**src/rtl/ftdi_fifo_arbiter.sv**
```systemverilog
// Two-client arbiter for the FT2232H byte channel: client 0 high priority, client 1 starvation-protected.
// Latency: start pulse one cycle after the grant edge; done one cycle after completion or TIMEOUT_CYCLES+1 after start.
// Backpressure: no grant while fifo_busy_i is high; a timed-out op parks in RECOVER until the FIFO layer is idle.
module ftdi_fifo_arbiter #(
    parameter int TIMEOUT_CYCLES = 1200,
    parameter int STARVE_LIMIT   = 4
) (
    input  logic       clk_i,
    input  logic       reset_ni,
    input  logic [1:0] req_i,
    input  logic [1:0] wr_i,
    input  logic [7:0] wdata0_i,
    input  logic [7:0] wdata1_i,
    output logic [1:0] done_o,
    output logic       err_o,
    output logic       timeout_o,
    output logic [7:0] rdata_o,
    output logic       owner_o,
    output logic       fifo_tx_data_rdy_o,
    output logic [7:0] fifo_tx_data_o,
    output logic       fifo_rx_poll_o,
    input  logic       fifo_tx_ok_i,
    input  logic       fifo_tx_err_i,
    input  logic       fifo_rx_data_rdy_i,
    input  logic       fifo_rx_err_i,
    input  logic [7:0] fifo_rx_data_i,
    input  logic       fifo_busy_i
);

    localparam int TW = $clog2(TIMEOUT_CYCLES + 1);
    localparam int SW = $clog2(STARVE_LIMIT + 1);
    localparam logic [TW-1:0] TMO_LAST  = TW'(TIMEOUT_CYCLES);
    localparam logic [SW-1:0] STARVE_MAX = SW'(STARVE_LIMIT);

    typedef enum logic [1:0] {
        S_IDLE    = 2'd0,
        S_WAIT    = 2'd1,
        S_DONE    = 2'd2,
        S_RECOVER = 2'd3
    } state_t;

    state_t        r_state;
    logic [TW-1:0] r_tcnt;
    logic [SW-1:0] r_starve;
    logic          r_wr;
    logic          r_owner;
    logic [1:0]    r_done;
    logic          r_err;
    logic          r_timeout;
    logic [7:0]    r_rdata;
    logic          r_tx_rdy;
    logic [7:0]    r_tx_data;
    logic          r_rx_poll;

    logic          w_grant_vld;
    logic          w_grant_sel;
    logic          w_grant_wr;
    logic [7:0]    w_grant_byte;
    logic          w_cpl_ok;
    logic          w_cpl_err;
    logic          w_expire;
    logic [1:0]    w_owner_oh;

    // Client 1 wins a contested grant only once client 0 has used up its allowance.
    assign w_grant_vld  = (r_state == S_IDLE) && !fifo_busy_i && (req_i != 2'b00);
    assign w_grant_sel  = req_i[1] && (!req_i[0] || (r_starve == STARVE_MAX));
    assign w_grant_wr   = w_grant_sel ? wr_i[1] : wr_i[0];
    assign w_grant_byte = w_grant_sel ? wdata1_i : wdata0_i;

    assign w_cpl_ok   = r_wr ? fifo_tx_ok_i  : fifo_rx_data_rdy_i;
    assign w_cpl_err  = r_wr ? fifo_tx_err_i : fifo_rx_err_i;
    assign w_expire   = (r_tcnt == TMO_LAST);
    assign w_owner_oh = r_owner ? 2'b10 : 2'b01;

    always_ff @(posedge clk_i or negedge reset_ni) begin
        if (!reset_ni) begin
            r_state   <= S_IDLE;
            r_tcnt    <= '0;
            r_starve  <= '0;
            r_wr      <= 1'b0;
            r_owner   <= 1'b0;
            r_done    <= 2'b00;
            r_err     <= 1'b0;
            r_timeout <= 1'b0;
            r_rdata   <= 8'h00;
            r_tx_rdy  <= 1'b0;
            r_tx_data <= 8'h00;
            r_rx_poll <= 1'b0;
        end else begin
            r_done    <= 2'b00;
            r_err     <= 1'b0;
            r_timeout <= 1'b0;
            r_tx_rdy  <= 1'b0;
            r_rx_poll <= 1'b0;

            case (r_state)
                S_IDLE: begin
                    if (w_grant_vld) begin
                        r_owner <= w_grant_sel;
                        r_wr    <= w_grant_wr;
                        r_tcnt  <= '0;
                        if (w_grant_wr) begin
                            r_tx_rdy  <= 1'b1;
                            r_tx_data <= w_grant_byte;
                        end else begin
                            r_rx_poll <= 1'b1;
                        end
                        if (!w_grant_sel && req_i[1]) begin
                            if (r_starve != STARVE_MAX)
                                r_starve <= r_starve + 1'b1;
                        end else begin
                            r_starve <= '0;
                        end
                        r_state <= S_WAIT;
                    end
                end

                S_WAIT: begin
                    // A completion on the expiry cycle still counts as a normal completion.
                    if (w_cpl_ok || w_cpl_err) begin
                        r_done <= w_owner_oh;
                        r_err  <= w_cpl_err;
                        if (!r_wr && !w_cpl_err)
                            r_rdata <= fifo_rx_data_i;
                        r_state <= S_DONE;
                    end else if (w_expire) begin
                        r_done    <= w_owner_oh;
                        r_err     <= 1'b1;
                        r_timeout <= 1'b1;
                        r_state   <= S_RECOVER;
                    end else begin
                        r_tcnt <= r_tcnt + 1'b1;
                    end
                end

                S_DONE: begin
                    r_state <= S_IDLE;
                end

                S_RECOVER: begin
                    if (!fifo_busy_i)
                        r_state <= S_IDLE;
                end

                default: begin
                    r_state <= S_IDLE;
                end
            endcase
        end
    end

    assign done_o             = r_done;
    assign err_o              = r_err;
    assign timeout_o          = r_timeout;
    assign rdata_o            = r_rdata;
    assign owner_o            = r_owner;
    assign fifo_tx_data_rdy_o = r_tx_rdy;
    assign fifo_tx_data_o     = r_tx_data;
    assign fifo_rx_poll_o     = r_rx_poll;

endmodule

```
**config.mk**
```make
export PLATFORM = sky130hd
export DESIGN_NAME = ftdi_fifo_arbiter
export DESIGN_NICKNAME = d
export VERILOG_FILES = /design/src/rtl/ftdi_fifo_arbiter.sv
export SDC_FILE = /design/constraint.sdc
export NUM_CORES = 1
export LEC_CHECK = 0
export CAP_MARGIN = 5
export CORE_MARGIN = 3
export CORE_UTILIZATION = 45
export CTS_BUF_LIST = sky130_fd_sc_hd__clkbuf_4
export CTS_CLUSTER_DIAMETER = 120
export DETAILED_ROUTE_END_ITERATION = 7
export PLACE_DENSITY = 0.82
export SYNTH_ARGS = -nofsm -noshare
export SYNTH_HDL_FRONTEND = slang
export SYNTH_SLANG_ARGS = --single-unit
```
**constraint.sdc**
```tcl
create_clock -name clk_i -period 3.3 [get_ports clk_i]
set_clock_uncertainty 0.1 [all_clocks]
set_input_delay 0.66 -clock clk_i [delete_from_list [all_inputs] [get_ports clk_i]]
set_output_delay 0.66 -clock clk_i [all_outputs]
set_load 0.05 [all_outputs]
```
==> reports/metrics.csv <==
metric,value,unit
finalCriticalPeriod,2.38,ns
start_util,0.476,
ir_drop,0.554,mV
synth.distinct_cells,37,
switching_share,0.446,
drc,0,
p_comb_frac,0.489,
status,finished clean,
yosysTopAreaCellShare,0.514,
rr_worst_depth,6,
worst-path-stages,1,
setup_tns,0,ns
cts_setup_buffers,0,
r2r_slack,1.21,ns
ctsResizeCount,0,
ys_top_cells_by_area,"dfrtp_1 51%, mux2_2 14%, ha_1 2.6%",
crit_path_start,owner_o,
worstPathCellList,clkdlybuf4s50_1,
path_clk_slew,0.13,ns
async_reset_ff_frac,1.00,
finalPower,2.22,mW
grt_pass1_wl,7530,microns
yosysMostFrequentCell,dfrtp_1,
synthFlopType,dfrtp_1,
ys_warn_count,0,
synth_nets,214,
rsz0062_at_grt,no,
h-tree-depth,2,
syn-cell-area,1950,sq um
row_count,23,
drt_iter0_drc,37,
ant_nets,0,
gp_congestion,0.903,
grt_max_degree,41,
vias,1564,
drive_above_1_share,0.172,
die_w,71.8,microns
drt_wl_total,4500,microns
p_int,1.23,mW
final_nets,277,
wire_per_inst,15.6,microns
io_buffers,57,
critPathLaunchType,flop,
cts_sinks,40,
cp_max_fo,4,
antenna_cells,0,
p_per_area,836,nW/um^2
slowest_delay,0.84,ns
fmax,420,MHz
slowest_stage,clkdlybuf4s50_1,
clkPwrFrac,0.151,
cts_tree,built,
ios,58,
fill_cells,331,
hold_ws,0.300,ns
endpoint_kind,primary output,
hold_class,in2async,
ys_seq_area_frac,0.514,
cts_root_buffer,clkbuf_4,
routed_via_density,5.41,
power_switching,0.992,mW
setup_viol,0,
finalHoldViolCount,0,
worstPathRequired,2.54,ns
grt-ovfl-total,0,
synth_area_leader_cell,dfrtp_1,
gr-usage-all-layers,0.191,
maxCapViolCount,0,
worst_pin_slew,0.889,ns
critical_path_class,reg2out,
first_pass_iters,4,
clk_path_buf_depth,2,
antenna_found_initial,0,
netlist_instances,175,
syn_avg_cell_area,11.1,sq um
clk_latency,0.36,ns
grt_pass1_vias,1565,
fin_util,0.650,
leakage,1.09,nW
cp-endpoint,owner_o,
synth_commonest_cells,"40 x dfrtp_1, 24 x mux2_2, 11 x inv_1, 11 x nand2_1, 10 x o21ai_0",
max_slew_margin,0.407,
hold_buffers,0,
area_growth_syn_to_layout,36.5,%
r2r-end,r_tcnt[4],
die_area,5150,sq um
worst_ep_arrival_time,1.62,ns
synth_edf_count,0,
r2r_start,r_tcnt[0],
dpl.hpwl,3390,microns
drv_slew,0,
crit_family,buffers and inverters,
cts-buffers-inserted,5,
synth-seq-cells,40,
coreArea,4090,sq um
die_h,71.8,microns
worst-path-buf-inv,1,
fin_crit_sh,0.721,
pwr-share-seq,0.359,
[metal layers]
metal / up-vias / track usage / wire length (microns)
met5: - / 0 / 0
met4: 0 / 0.0835 / 83
met3: 8 / 0.0435 / 194
met2: 30 / 0.302 / 2280
met1: 749 / 0.251 / 1940
li1: 777 / - / -
[cells in the final DEF (no fill, tap or decap), types with 3 or more instances in the layout]
master	n
nand2_1	11
clkbuf_4	5
a21oi_1	8
o31ai_1	4
o21ai_0	10
inv_1	11
and3_1	3
ha_1	4
nand3_1	9
nor2_1	9
nor3_1	3
a31oi_1	4
mux2_2	24
nand4_1	3
or4_1	5
clkdlybuf4s50_1	56
dfrtp_1	40
[power groups by stage]
stage               sequential, mW  combinational, mW  clock (mW)
finish                       0.798               1.09       0.336
global route                 0.826               1.15       0.369
CTS                          0.798               1.10       0.349
detailed placement           0.808               1.09           0
global placement             0.799               1.07           0
floorplan                     1.20              0.310           0
[stage by stage]
| stage | std cells | area, sq um | setup slack (ns) |
|---|---|---|---|
| 2_1_floorplan | 175 | 1950 | 1.32 |
| 3_3_place_gp | 281 | 2570 | 0.675 |
| 3_5_place_dp | 281 | 2570 | 0.625 |
| 4_1_cts | 289 | 2660 | 0.901 |
| 5_1_grt | 289 | 2660 | 0.847 |
| 6_report | 289 | 2660 | 0.921 |
[cell type report]
type                       count  area (sq um)  share of cell area
clock inverter                 3          46.3              0.0174
sequential                    40          1000               0.377
timing repair buffer          58           573               0.216
clock buffer                   5          37.5              0.0141
inverter                      11          41.3              0.0155
tap                           50          62.6              0.0236
multi-input combinational    122           895               0.337
[worst min-delay path by stage]
stage	startpoint	to	slack (ns)	depth (start not counted)
floorplan	reset_ni	done_o[0]	0.26	0
global placement	rdata_o[5]	rdata_o[5]	0.39	1
detailed placement	rdata_o[3]	rdata_o[3]	0.39	1
CTS	reset_ni	rdata_o[3]	0.31	1
global route	reset_ni	rdata_o[3]	0.34	1
finish	reset_ni	rdata_o[3]	0.30	1
[cell families after synthesis]
kind of cell,after synthesis,synth area share
simple gates,54,0.157
compound gates,40,0.138
flops,40,0.514
mux,24,0.139
buf+inv,13,0.0257
fa+ha+maj,4,0.0257
[flip-flops by register name, summed over array words and instances (netlist names)]
| signal | count |
|---|---|
| r_tcnt | 11 |
| fifo_tx_data_o | 8 |
| rdata_o | 8 |
| r_starve | 3 |
| done_o | 2 |
| r_state | 2 |
| err_o | 1 |
| fifo_rx_poll_o | 1 |
| fifo_tx_data_rdy_o | 1 |
| owner_o | 1 |
| r_wr | 1 |
| timeout_o | 1 |
Power figures use the tool's default switching activity.
